$ cat src/rtl/arb_pkg.sv
// Shared types for the 8-way round-robin output arbiter.
// Requester vectors and select indices used by the picker and the top.
package arb_pkg;
  localparam int NUM_REQ = 8;
  localparam int SEL_W   = 3;
  localparam int DATA_W  = 32;

  typedef logic [NUM_REQ-1:0] req_vec_t;
  typedef logic [SEL_W-1:0]   sel_t;
endpackage

$ cat src/rtl/rr_pick8.sv
// Combinational round-robin search over eight requests.
// Finds the first set request at ptr, ptr+1, ... wrapping past 7.
module rr_pick8
  import arb_pkg::*;
(
  input  req_vec_t req,
  input  sel_t     ptr,
  output sel_t     winner,
  output logic     any,
  output req_vec_t onehot
);

  // Scan farthest-first so the nearest request after ptr wins.
  always_comb begin
    sel_t idx;
    idx    = '0;
    winner = '0;
    any    = |req;
    for (int k = NUM_REQ - 1; k >= 0; k--) begin
      idx = ptr + sel_t'(k);
      if (req[idx]) winner = idx;
    end
    onehot = any ? (req_vec_t'(1) << winner) : '0;
  end

endmodule

$ cat src/rtl/mux8_rr_arbiter.sv
// Round-robin 8:1 arbiter feeding one registered valid/ready output.
// Optional burst lock enabled by defining ARB_LOCK_EN.
module mux8_rr_arbiter #(
  parameter int DATA_W  = 32,
  parameter int NUM_REQ = 8
) (
  input  logic                      clk,
  input  logic                      rst_n,
  input  logic [NUM_REQ-1:0]        req,
  input  logic [NUM_REQ*DATA_W-1:0] in_data,
  output logic [NUM_REQ-1:0]        gnt,
  output logic                      out_valid,
  input  logic                      out_ready,
  output logic [DATA_W-1:0]         out_data,
`ifdef ARB_LOCK_EN
  output logic [2:0]                out_src,
  input  logic [NUM_REQ-1:0]        lock
`else
  output logic [2:0]                out_src
`endif
);
  import arb_pkg::*;

  sel_t        ptr;
  sel_t        pick;
  sel_t        sel;
  req_vec_t    pick_oh;
  logic        any;
  logic        load;
  logic        lock_hit;
  logic [DATA_W-1:0] word;

  rr_pick8 u_pick (
    .req    (req),
    .ptr    (ptr),
    .winner (pick),
    .any    (any),
    .onehot (pick_oh)
  );

`ifdef ARB_LOCK_EN
  logic primed;

  // Lock is honoured only once out_src names a real captured word.
  always_comb begin
    lock_hit = primed && lock[out_src] && req[out_src];
  end

  // Track whether any word has been captured since reset.
  always_ff @(posedge clk or negedge rst_n) begin
    if (!rst_n)    primed <= 1'b0;
    else if (load) primed <= 1'b1;
  end
`else
  // Pure round-robin: no locked requester can override the search.
  always_comb begin
    lock_hit = 1'b0;
  end
`endif

  // Capture when something is requested and the output slot frees up.
  always_comb begin
    load = any && (!out_valid || out_ready);
    sel  = lock_hit ? out_src : pick;
    word = in_data[DATA_W*int'(sel) +: DATA_W];
  end

  // Grant pulse, suppressed while reset is asserted.
  always_comb begin
    gnt = '0;
    if (rst_n && load)
      gnt = lock_hit ? (req_vec_t'(1) << out_src) : pick_oh;
  end

  // Output register, source index and round-robin pointer.
  always_ff @(posedge clk or negedge rst_n) begin
    if (!rst_n) begin
      out_valid <= 1'b0;
      out_data  <= '0;
      out_src   <= '0;
      ptr       <= '0;
    end else if (load) begin
      out_valid <= 1'b1;
      out_data  <= word;
      out_src   <= sel;
      if (!lock_hit) ptr <= sel + sel_t'(1);
    end else if (out_ready) begin
      out_valid <= 1'b0;
    end
  end

endmodule

$ cat config.mk
export PLATFORM = sky130hd
export DESIGN_NAME = mux8_rr_arbiter
export DESIGN_NICKNAME = d
export VERILOG_FILES = /design/src/rtl/arb_pkg.sv /design/src/rtl/rr_pick8.sv /design/src/rtl/mux8_rr_arbiter.sv
export SDC_FILE = /design/constraint.sdc
export NUM_CORES = 1
export LEC_CHECK = 0
export CORE_AREA = 2 2 119 121
export CTS_CLUSTER_DIAMETER = 150
export CTS_CLUSTER_SIZE = 14
export DETAILED_ROUTE_END_ITERATION = 8
export DIE_AREA = 0 0 121 123
export DONT_BUFFER_PORTS = 1
export PLACE_DENSITY = 0.71
export SETUP_SLACK_MARGIN = 0.1
export SLEW_MARGIN = 20
export SYNTH_ARGS = -nofsm -noshare
export SYNTH_HDL_FRONTEND = slang
export SYNTH_SLANG_ARGS = --single-unit
$ cat constraint.sdc
create_clock -name clk -period 5.85 [get_ports clk]
set_clock_uncertainty 0.1 [all_clocks]
set_input_delay 0.585 -clock clk [delete_from_list [all_inputs] [get_ports clk]]
set_output_delay 0.585 -clock clk [all_outputs]
set_load 0.1 [all_outputs]
==> flow_summary_export.csv <==
group,metric,value,unit
route,routedWlPerCell,23.8,microns
synthesis,synth_top_cell_by_area,"nor3_1",
floorplanning,chipHeight,123,microns
setup_path,worst_setup_path_start_kind,"flip-flop",
clock_network,cts-root-buf,"clkbuf_16",
setup_path,required,5.16,ns
floorplanning,initial_core_util,51.1,%
synthesis,synthTopCellsByCount,"nor3_1 (256), o21ai_0 (105), clkbuf_1 (90)",
setup_path,crit_buf_inv,3,
clock_network,cts_tree,"yes",
route,drt_iter0_markers,774,
synthesis,yosys-top-cells-area,"nor3_1 (18%), dfrtp_1 (14%), mux2i_1 (10%)",
synthesis,synth_ff_type,"dfrtp_1",
flow_run,max-cap-violations,0,
final_layout,num_antenna_cells,0,
floorplanning,die_x,121,microns
global_routing,grt_usage,34.5,%
floorplanning,core,13600,sq um
clock_network,clock_latency,0.28,ns
global_routing,met2_usage,58.8,%
timing,finalSetupViolations,0,
timing,slew_violations,0,
clock_network,clkSinkCount,39,
synthesis,postSynth.asyncResetShare,100,%
floorplanning,ioPinCount,311,
route,drc,0,
final_layout,area_delta_synth_final,4.66,%
worst_hold_path,hp-class,"input port to asynchronous set/reset pin",
global_routing,grt_pass1_wl,40.4,mm
timing,hold_viol_final,0,
timing,grt_setup_unrepaired,"no",
run_status,status,"finished clean",
place,dp_slack,1.13,ns
clock_network,cts.clk_slew.worst_paths,0.06,ns
synthesis,synth.ff_latch_count,39,
timing,setup_slack,0.756,ns
setup_path,critPathArrivalTime,4.41,ns
route,routed_via_density,7.14,
global_routing,grt_pass1_vias,7310,
setup_path,setup.worst_path.class,"flip-flop to output port",
global_routing,antenna_found_initial,0,
clock_network,cts.htree.levels,2,
final_layout,fin_area,7270,sq um
synthesis,synth_warnings,0,
global_routing,grt_max_degree,100,
setup_path,path_delay_family,"buffers and inverters",
global_routing,grt.busiest_layer,"met2",
clock_network,cts_buffers,5,
setup_path,slowest_stage,"dfrtp_1",
synthesis,yosysSeqAreaShare,14.0,%
route,wl,27.1,mm
global_routing,grt_overflow,0,
timing,max_clock_freq,196,MHz
synthesis,yosysMostFrequentCell,"nor3_1",
clock_network,cts_buffer_depth,2,
route,drt.antenna.violating_nets,0,
synthesis,synth_cells,1046,
final_layout,finalNetCount,1229,
timing,tns,0,ns
global_routing,use_met1,41.0,%
place,portBuffers,0,
synthesis,avgSynthCellArea,6.64,sq um
floorplanning,rows,43,
setup_path,crit_fanout,64,
setup_path,crit_path_frequent_cell,"nand2_1",
setup_path,path_cells,"inv_1, ha_1, mux4_2, mux2i_1, o21ai_0, o21ai_4, buf_4, nand2_1, nand2_1, nand2_1, nor2_2, buf_4",
timing,fin_hold_ws,0.0401,ns
setup_path,crit_path_end_kind,"output port",
route,dr.pass1.iters,6,
global_routing,use_met3,7.52,%
synthesis,synth_edf_count,0,
place,dp_hpwl,18.8,mm
synthesis,syn_area,6950,sq um
timing,min_period_over_period,87.1,%
final_layout,drive_above_1_share,7.50,%
timing,max-slew-margin-rel,30.0,%
setup_path,slowest_delay,0.70,ns
floorplanning,dieArea,14900,sq um
synthesis,synth_cell_types,43,
timing,min_period,5.09,ns
timing,tightest_slew,1.05,ns
place,place_congestion,0.937,
synthesis,syn_nets,1316,
route,vias,8134,
synthesis,yosys.area.top_type_share,18.4,%
place,placed_cell_area,7070,sq um
registers in the layout, indices dropped and copies added, names as in the netlist:
| signal | flops |
|---|---|
| out_valid | 1 |
| out_data | 32 |
| out_src | 3 |
| ptr | 3 |
cell usage in the layout, fill, tap and decap left out, types with 4 or more instances in the layout:
cell type  synthesis  routed
inv_1              6       5
o31ai_1           31      31
nor3_1           256     253
dfrtp_1           39      38
nand3b_1          32      32
o21a_1            64      63
nor3_2             1       4
nor3b_1           31      31
clkbuf_16          0       6
and3_1            32      32
o211ai_1           5       5
mux2_2             5       5
nor4_1            31      31
mux2i_1           72      71
nand2_1           49      49
nor2_2             1       6
nor2_1            44      37
mux4_2             8       8
a21oi_1            8       8
buf_12             0       4
buf_4              0      23
nand3_1           67      67
o21ai_0          105     103
per-layer routing:
layer,part of all wire (%),vias up
met2,48,551
li1,-,3737
met3,11,99
met4,5.5,0
met5,0,-
met1,36,3747
path summary, 6_finish.rpt:
path                                 from      endpoint  slack, ns  cells after the start
worst max-delay path               ptr[1]        gnt[1]       0.76                     12
worst min-delay path                rst_n    out_src[2]       0.04                      1
worst max register to register     ptr[1]  out_data[11]       1.23                     12
worst min register to register     ptr[1]        ptr[1]       0.73                      2
max in group asynchronous           rst_n   out_data[0]       5.38                      1
min in group clk                out_ready     out_valid       0.48                      2
repair_timing:
item	4_1_cts	5_1_grt
resized for setup	0	0
setup buffers	0	0
hold buffers	1	0
hold endpoints to repair	39	0
endpoints found under the setup margin	0	0
layout make-up:
type,instances,area [sq um]
Tap cell,180,225
Fill cell,1362,6340
Inverter,6,25.0
Multi-Input combinational cell,877,5520
Sequential cell,39,980
Clock inverter,2,60.1
Clock buffer,6,129
Timing Repair Buffer,30,333
worst register-to-register path, delay by kind of cell (launching register included):
family	cells	cell delay (ns)
adders and majority gates	1	0.46
buffers and inverters	2	0.47
muxes	2	0.83
AOI/OAI and AO/OA	4	1.46
and+or+nand+nor	3	0.48
DFF	1	0.70
metrics by stage:
| step | util (%) | std cells |
|---|---|---|
| global placement | 51.9 | 1131 |
| finish | 53.4 | 1140 |
| global route | 53.4 | 1140 |
| detailed placement | 51.9 | 1131 |
| CTS | 53.4 | 1140 |
| floorplan | - | 1046 |
cell families after synthesis:
kind of cell,count (synthesis),synth area share (%)
flip-flops,39,14.0
AND/OR/NAND/NOR,553,41.8
XOR/XNOR,4,0.504
multiplexers,86,14.0
adder cells (fa/ha/maj),3,0.540
AO/OA/AOI/OAI,231,21.0
buffers and inverters,130,8.14
Power is left out: the tool's default activity adds up to more than one toggle a clock period on the data nets, which glitch-free logic cannot reach.
